===== src/rtl/slc3_mem_pkg.sv =====
// Shared types and constants for the SLC-3 memory responder.
package slc3_mem_pkg;

  typedef enum logic [1:0] {
    ST_IDLE,
    ST_ACCESS,
    ST_DONE,
    ST_RELEASE
  } state_t;

  localparam logic [15:0]  MMIO_ADDR           = 16'hFFFF;
  localparam int unsigned  WAIT_CYCLES_DEFAULT = 2;

endpackage


===== src/rtl/mem_responder_mmio_port.sv =====
// Memory-mapped I/O port: address decode, switch read mux and HEX display register.
module mmio_port
  import slc3_mem_pkg::*;
(
  input  logic        i_clk,
  input  logic        i_rst_n,
  input  logic        i_req,
  input  logic        i_we,
  input  logic [15:0] i_addr,
  input  logic [15:0] i_wdata,
  input  logic [15:0] i_sw,
  output logic        o_hit,
  output logic [15:0] o_rdata,
  output logic [15:0] o_hex_out
);

  logic        w_hit;
  logic [15:0] r_hex;

  assign w_hit     = (i_addr == MMIO_ADDR);
  assign o_hit     = w_hit;
  assign o_rdata   = w_hit ? i_sw : 16'h0000;
  assign o_hex_out = r_hex;

  // i_req is the accept cycle, so i_wdata here is exactly the value being latched.
  always_ff @(posedge i_clk or negedge i_rst_n) begin
    if (!i_rst_n) begin
      r_hex <= 16'h0000;
    end else if (i_req && w_hit && i_we) begin
      r_hex <= i_wdata;
    end
  end

endmodule


===== src/rtl/mem_responder.sv =====
// CPU-side memory responder: runs SRAM accesses with a fixed wait count and
// forwards the single MMIO address to mmio_port, handshaking with a one-cycle R.
module mem_responder
  import slc3_mem_pkg::*;
#(
  parameter int unsigned WAIT_CYCLES = WAIT_CYCLES_DEFAULT
) (
  input  logic        i_clk,
  input  logic        i_rst_n,
  input  logic        i_mem_en,
  input  logic        i_we,
  input  logic [15:0] i_mar,
  input  logic [15:0] i_mdr,
  output logic [15:0] o_mdr_in,
  output logic        o_r,
  input  logic [15:0] i_sw,
  output logic [15:0] o_hex_out,
  output logic [19:0] o_addr,
  output logic [15:0] o_data_to_sram,
  input  logic [15:0] i_data_from_sram,
  output logic        o_ce_n,
  output logic        o_oe_n,
  output logic        o_we_n,
  output logic        o_ub_n,
  output logic        o_lb_n
);

  localparam int unsigned      CNT_W    = (WAIT_CYCLES > 1) ? $clog2(WAIT_CYCLES) : 1;
  localparam logic [CNT_W-1:0] CNT_LAST = CNT_W'(WAIT_CYCLES - 1);

  state_t           r_state;
  logic [CNT_W-1:0] r_cnt;
  logic             r_we;
  logic             r_r;
  logic [15:0]      r_mdr_in;
  logic [19:0]      r_addr;
  logic [15:0]      r_data_to_sram;
  logic             r_ce_n;
  logic             r_oe_n;
  logic             r_we_n;
  logic             r_ub_n;
  logic             r_lb_n;

  logic             w_accept;
  logic             w_mmio_hit;
  logic [15:0]      w_mmio_rdata;

  assign w_accept = (r_state == ST_IDLE) && i_mem_en;

  mmio_port u_mmio_port (
    .i_clk     (i_clk),
    .i_rst_n   (i_rst_n),
    .i_req     (w_accept),
    .i_we      (i_we),
    .i_addr    (i_mar),
    .i_wdata   (i_mdr),
    .i_sw      (i_sw),
    .o_hit     (w_mmio_hit),
    .o_rdata   (w_mmio_rdata),
    .o_hex_out (o_hex_out)
  );

  // The latched request lives in r_we, r_addr and r_data_to_sram; all are
  // loaded only on accept, so later MAR/WE/MDR wiggles cannot leak in.
  always_ff @(posedge i_clk or negedge i_rst_n) begin
    if (!i_rst_n) begin
      r_state        <= ST_IDLE;
      r_cnt          <= '0;
      r_we           <= 1'b0;
      r_r            <= 1'b0;
      r_mdr_in       <= 16'h0000;
      r_addr         <= 20'h00000;
      r_data_to_sram <= 16'h0000;
      r_ce_n         <= 1'b1;
      r_oe_n         <= 1'b1;
      r_we_n         <= 1'b1;
      r_ub_n         <= 1'b1;
      r_lb_n         <= 1'b1;
    end else begin
      // NOTE: default first so R is high only in the cycle after the edge that sets it.
      r_r <= 1'b0;
      case (r_state)
        ST_IDLE: begin
          if (i_mem_en) begin
            r_we  <= i_we;
            r_cnt <= '0;
            if (w_mmio_hit) begin
              if (!i_we) r_mdr_in <= w_mmio_rdata;
              r_r     <= 1'b1;
              r_state <= ST_DONE;
            end else begin
              r_addr <= {4'h0, i_mar};
              if (i_we) r_data_to_sram <= i_mdr;
              r_ce_n  <= 1'b0;
              r_ub_n  <= 1'b0;
              r_lb_n  <= 1'b0;
              r_oe_n  <= i_we;
              r_we_n  <= ~i_we;
              r_state <= ST_ACCESS;
            end
          end
        end
        ST_ACCESS: begin
          if (r_cnt == CNT_LAST) begin
            if (!r_we) r_mdr_in <= i_data_from_sram;
            r_ce_n  <= 1'b1;
            r_oe_n  <= 1'b1;
            r_we_n  <= 1'b1;
            r_ub_n  <= 1'b1;
            r_lb_n  <= 1'b1;
            r_r     <= 1'b1;
            r_state <= ST_DONE;
          end else begin
            r_cnt <= r_cnt + 1'b1;
          end
        end
        ST_DONE: begin
          r_state <= ST_RELEASE;
        end
        ST_RELEASE: begin
          if (!i_mem_en) r_state <= ST_IDLE;
        end
        default: begin
          r_state <= ST_IDLE;
        end
      endcase
    end
  end

  assign o_r            = r_r;
  assign o_mdr_in       = r_mdr_in;
  assign o_addr         = r_addr;
  assign o_data_to_sram = r_data_to_sram;
  assign o_ce_n         = r_ce_n;
  assign o_oe_n         = r_oe_n;
  assign o_we_n         = r_we_n;
  assign o_ub_n         = r_ub_n;
  assign o_lb_n         = r_lb_n;

endmodule


===== config.mk =====
export PLATFORM = sky130hd
export DESIGN_NAME = mem_responder
export DESIGN_NICKNAME = d
export VERILOG_FILES = /design/src/rtl/slc3_mem_pkg.sv /design/src/rtl/mem_responder_mmio_port.sv /design/src/rtl/mem_responder.sv
export SDC_FILE = /design/constraint.sdc
export NUM_CORES = 1
export LEC_CHECK = 0
export CAP_MARGIN = 20
export CORE_MARGIN = 2
export CORE_UTILIZATION = 39
export DETAILED_ROUTE_END_ITERATION = 8
export PLACE_DENSITY = 0.74
export SYNTH_ARGS = -nofsm -noshare
export SYNTH_HDL_FRONTEND = slang
export SYNTH_HIERARCHICAL = 1
export SYNTH_SLANG_ARGS = --single-unit

===== constraint.sdc =====
create_clock -name i_clk -period 1.8 [get_ports i_clk]
set_clock_uncertainty 0.1 [all_clocks]
set_input_delay 0.36 -clock i_clk [delete_from_list [all_inputs] [get_ports i_clk]]
set_output_delay 0.36 -clock i_clk [all_outputs]
set_load 0.05 [all_outputs]

==> results of run 1 <==
==> repair_timing <==
item                                   in CTS  in global routing
buffers inserted                            8                  2
setup endpoints to repair                  67                 51
endpoints found under the hold margin      27                  0
hold buffers                                1                  0
pin swaps                                   7                  6
gates cloned                                3                  0
gates resized for setup                    52                 35
==> cell usage after synthesis <==
cell / n / area (sq um)
mux2_2: 61 / 687
a21boi_1: 1 / 7.51
mux2_4: 20 / 300
a21oi_1: 4 / 20.0
and2_1: 17 / 106
nand3b_4: 1 / 20.0
buf_4: 7 / 52.6
nand4_1: 3 / 18.8
nand3_1: 2 / 10.0
and3_1: 1 / 6.26
conb_1: 1 / 3.75
nand4_2: 1 / 12.5
nor2_1: 6 / 22.5
a211oi_4: 1 / 20.0
a31oi_1: 1 / 6.26
nor4_4: 1 / 21.3
nand2b_4: 1 / 13.8
buf_6: 3 / 33.8
o21ai_0: 3 / 15.0
buf_2: 5 / 25.0
nand3b_2: 1 / 11.3
nand2b_1: 2 / 12.5
inv_1: 5 / 18.8
buf_12: 1 / 20.0
nand4b_2: 1 / 15.0
clkbuf_1: 1 / 3.75
nor3_1: 1 / 5.00
ha_1: 5 / 62.6
dfstp_2: 3 / 78.8
nor2b_1: 1 / 6.26
nand2_1: 4 / 15.0
mux2i_1: 2 / 20.0
dfrtp_1: 69 / 1730
==> metal layers <==
metal / global-route usage [%] / vias to the layer above
met2: 28.8 / 88
met4: 7.37 / 0
met5: 0 / -
met3: 4.89 / 14
li1: - / 1157
met1: 21.6 / 1206
==> area by class of cell <==
| cell class | count | share of cell area [%] |
|---|---|---|
| flip-flops and latches | 72 | 33.6 |
| repair buffers | 175 | 30.0 |
| multi-input cells | 145 | 29.6 |
| clock buffers | 11 | 2.81 |
| well taps | 108 | 2.51 |
| clock inverters | 5 | 1.16 |
| inverters | 5 | 0.395 |
==> worst max-delay path by stage <==
stage,depth (start not counted),slack [ns],to
CTS,8,-0.10,o_mdr_in[4]
finish,8,-0.08,o_mdr_in[4]
detailed placement,8,-0.72,o_mdr_in[14]
floorplan,7,-0.35,o_mdr_in[10]
global placement,8,-0.68,o_mdr_in[0]
global route,8,-0.14,o_mdr_in[4]
==> worst max-delay path: stages (launching register included) <==
cell	delay [ns]
dfrtp_1	0.42
buf_6	0.14
ha_4	0.18
inv_4	0.07
a21oi_4	0.04
a211oi_4	0.23
buf_4	0.15
buf_12	0.13
mux2_4	0.30
==> per-stage QoR <==
| step | cells | power, mW | TNS, ns |
|---|---|---|---|
| after floorplan | 239 | 6.01 | -10.01 |
| after global placement | 492 | 7.71 | -41.03 |
| after detailed placement | 492 | 7.80 | -42.87 |
| after CTS | 520 | 9.58 | -1.40 |
| after global routing | 521 | 10.0 | -2.73 |
| final | 521 | 9.57 | -0.589 |
==> flip-flops by register name, indices dropped and copies added (netlist names) <==
name	cells
o_addr	16
o_data_to_sram	16
o_r	1
o_we_n	1
r_state	2
u_mmio_port/o_hex_out	16
r_we	1
r_cnt	1
o_oe_n	1
o_ub_n	1
o_mdr_in	16
==> cells by family after synthesis <==
logic type	share of synthesized area (%)
buf+inv	4.53
other cells	0.110
fa+ha+maj	1.84
simple gates	8.73
flops	53.1
compound gates	2.03
mux	29.6
==> cell usage in the layout (no fill, tap or decap), types with 3 or more instances in the layout <==
cell,n
buf_12,10
o21ai_0,3
mux2_4,36
dfrtp_1,69
nor2_1,6
buf_6,7
mux2_2,45
clkbuf_2,11
dfstp_2,3
and2_1,17
ha_4,3
buf_4,89
clkdlybuf4s50_1,50
conb_1,4
nand2_1,4
a21oi_1,3
clkbuf_8,11
nand4_1,3
==> where the power goes <==
group          internal (mW)  switching, mW
logic                   2.51           3.16
registers               2.21          0.348
clock network          0.725          0.617
==> impl_metrics.toml, run 1 <==
[worst_setup_path]
r2r-start = "r_state[0]"
reg2reg_setup_slack_ns = -0.08
worstPathRequired_ns = 1.92
timing.critical_path.from = "r_state[0]"
reg2reg_to = "o_mdr_in[4]"
crit_type = "flop to flop"
timing.critical_path.to_type = "flop"
cp_data_arrival_time_ns = 2.00
crit_path_start_kind = "flop"
worstPathMaxFanout = 8
worst-r2r-cell-count = 8

[cts]
cts_buffers = 9
cts_root_buf = "clkbuf_8"
clock_latency_ns = 0.34
cts_tree = "done"
clk_pin_slew_ns = 0.08
cts-htree-levels = 3
cts_sinks = 72
cts.path.max_buffers = 2

[synth]
synth_cells = 236
postSynthAreaPerCell_sq_um = 14.4
yosys_warnings = 6
synth_seq_cells = 72
netlist_area_sq_mm = 0.00340
synth_cell_types = 33
synth_seq_area_share_pct = 53.1

[detailed_routing]
wl_microns = 7970
drc = 0
route.met2.wl_microns = 3950
dr_wl_met3_microns = 513
viasPerCell = 4.73
ant_nets = 0
wl_met1_microns = 3320
dr.max_layer_used = "met4"
vias = 2465
drt_pass1_iterations = 4
wl_per_cell_microns = 15.3
drt_iter0_markers = 58

[run_status]
status = "finished with violations"
violations = "setup timing"

[die]
core_area_sq_mm = 0.00859
die_h_microns = 97.3
ios = 142
die-area_sq_mm = 0.00948
die_x_microns = 97.3
rows = 34
start_util_pct = 39.5

[global_routing]
antenna_found_initial = 0
grtUsageTotal_pct = 17.4
grt_pass1_vias = 2612
globalRoute.totalOverflow = 0
grt_pass1_wl_microns = 13100
grt_max_degree = 43

[power]
vdd_drop_max_mv = 1.12
power_density_mw_per_mm2 = 1780
p_leak_nw = 2.62

[min_path]
hold_depth = 2
hp-class = "primary input to flop"
min_delay_worst_endpoint = "o_addr[7]"
hold_start = "i_mar[7]"

[placed_design]
preCtsSetupSlack_ns = -0.716
gp_congestion = 0.763
placed_area_sq_mm = 0.00493
portBuffers = 137
hpwl_microns = 5700

[final_layout]
utilization_pct = 62.6
multi_input_area_sq_mm = 0.00159
final-seq-area_sq_mm = 0.00181
diodes = 0
fin_area_sq_mm = 0.00538
fillers = 703
drive_above_1_share_pct = 57.6
nets = 481
area_delta_synth_final_pct = 58.4

[sta]
grt_setup_unrepaired = "yes"
min_period_ns = 1.88
slew_viol_final = 0
postLayoutSetupSlackWorst_ns = -0.0793
min_period_over_period_pct = 104
hold_violations = 0
finalSetupViolCount = 15
max_freq_ghz = 0.532
timing.hold.ws_ns = 0.165

[job]
max-cap-violations = 0
Note: power is estimated with default switching activity, not from simulation.
==> run 2, diff against run 1 <==
--- a/config.mk
+++ b/config.mk
@@ -9,7 +9,7 @@
 export CORE_MARGIN = 2
 export CORE_UTILIZATION = 39
 export DETAILED_ROUTE_END_ITERATION = 8
-export PLACE_DENSITY = 0.74
+export PLACE_DENSITY = 0.77
 export SYNTH_ARGS = -nofsm -noshare
 export SYNTH_HDL_FRONTEND = slang
 export SYNTH_HIERARCHICAL = 1
==> impl_metrics.toml, run 2 (synthesized netlist as in run 1, its figures left out) <==
[sta]
min_period_over_period_pct = 106
grt_setup_unrepaired = "yes"
timing.hold.ws_ns = 0.135
hold_violations = 0
setup_tns_ns = -1.44
finalSetupViolCount = 24
postLayoutSetupSlackWorst_ns = -0.100
max_freq_ghz = 0.526
min_period_ns = 1.90
slew_viol_final = 0

[final_layout]
fillers = 658
multi_input_area_sq_mm = 0.00165
final_common_cell = "buf_4"
final_cells = 522
diodes = 0
area_delta_synth_final_pct = 62.8
final-seq-area_sq_mm = 0.00181
fin_area_sq_mm = 0.00553
utilization_pct = 64.4
nets = 482
drive_above_1_share_pct = 58.2
final_cell_mix = "89 x buf_4, 69 x dfrtp_1, 51 x mux2_4"

[die]
start_util_pct = 39.5
die-area_sq_mm = 0.00948
ios = 142
die_h_microns = 97.3
die_x_microns = 97.3
rows = 34
core_area_sq_mm = 0.00859

[power]
p_sw_share_pct = 42.4
clockPowerShare_pct = 14.8
internal-power_mw = 5.69
p_sw_mw = 4.18
pwr-share-seq_pct = 26.0
power_density_mw_per_mm2 = 1780
vdd_drop_max_mv = 1.10
p_leak_nw = 2.77
combinationalPowerShare_pct = 59.2
power_mw = 9.87

[cts]
cts_root_buf = "clkbuf_8"
clock_latency_ns = 0.34
cts-htree-levels = 3
cts_tree = "done"
cts.path.max_buffers = 2
clk_pin_slew_ns = 0.09
cts_buffers = 9
cts_sinks = 72

[global_routing]
grt_pass1_vias = 2728
grtUsageTotal_pct = 17.2
grt_max_degree = 44
antenna_found_initial = 0
grt_pass1_wl_microns = 13200
globalRoute.totalOverflow = 0

[worst_setup_path]
worstPathMaxFanout = 7
crit_type = "flop to flop"
crit_path_start_kind = "flop"
timing.critical_path.from = "r_state[0]"
r2r-start = "r_state[0]"
cp_data_arrival_time_ns = 2.02
worstPathRequired_ns = 1.92
timing.critical_path.to_type = "flop"

[placed_design]
hpwl_microns = 5750
gp_congestion = 0.828
preCtsSetupSlack_ns = -0.711
dp.cells = 494
placed_area_sq_mm = 0.00493
portBuffers = 137

[min_path]
hp-class = "primary input to flop"
hold_start = "i_mar[11]"

[job]
max-cap-violations = 0

[detailed_routing]
wl_per_cell_microns = 16.3
drc = 0
vias = 2494
drt_pass1_iterations = 3
wl_microns = 8490
ant_nets = 0
viasPerCell = 4.78
drt_iter0_markers = 57

[run_status]
violations = "setup timing"
status = "finished with violations"
-- run 2: cell count changes in the layout (fill, tap and decap cells not counted), sizes merged --
cell | before | now
buf | 109 | 115
bufinv | 1 | 2
clkbuf | 22 | 16
clkdlybuf4s15 | 3 | 4
clkinv | 0 | 3
clkinvlp | 2 | 0
dlygate4sd2 | 1 | 0
inv | 7 | 6
-- run 2: power by group through the flow --
stage | combinational, mW | sequential [mW] | clock (mW)
final | 5.84 | 2.56 | 1.47
after global routing | 6.12 | 2.63 | 1.56
after global placement | 5.19 | 2.56 | 0
after floorplan | 1.67 | 4.33 | 0
after detailed placement | 5.27 | 2.57 | 0
after CTS | 5.40 | 2.54 | 1.50
-- run 2: routing by layer --
metal	wire length (microns)	global-route usage (%)	share of wire (%)
met1	3660	21.0	43
met2	4090	28.6	48
met3	654	6.19	7.7
met4	85	5.77	1.0
met5	0	0	0
-- run 2: cell type report --
cell class | count | share of cell area [%]
sequential | 72 | 32.6
multi-input combinational | 145 | 29.8
clock buffer | 10 | 2.49
clock inverter | 6 | 1.65
timing repair buffer | 176 | 30.6
inverter | 5 | 0.339
tap | 108 | 2.44
-- run 2: repair_timing --
item	CTS	global route
resized for setup	54	58
setup endpoints to repair	70	67
pin swaps	6	6
hold buffers	1	0
endpoints found under the hold margin	49	0
setup buffers	3	4
cloned	0	4
-- run 2: path summary, 6_finish.rpt --
kind	end	slack [ns]	cells after the start
worst max-delay path	o_mdr_in[13]	-0.10	7
max in group asynchronous	o_we_n	0.77	3
worst max register to register	o_mdr_in[13]	-0.10	7
worst min register to register	o_mdr_in[2]	0.41	1
min in group asynchronous	o_mdr_in[14]	0.27	2
worst min-delay path	o_addr[11]	0.13	2
-- run 2: critical path, stage by stage, from the launching register on --
cell	delay [ns]
dfrtp_1	0.41
buf_4	0.16
ha_4	0.19
inv_2	0.07
a21oi_2	0.04
a211oi_4	0.29
buf_6	0.19
mux2_2	0.34
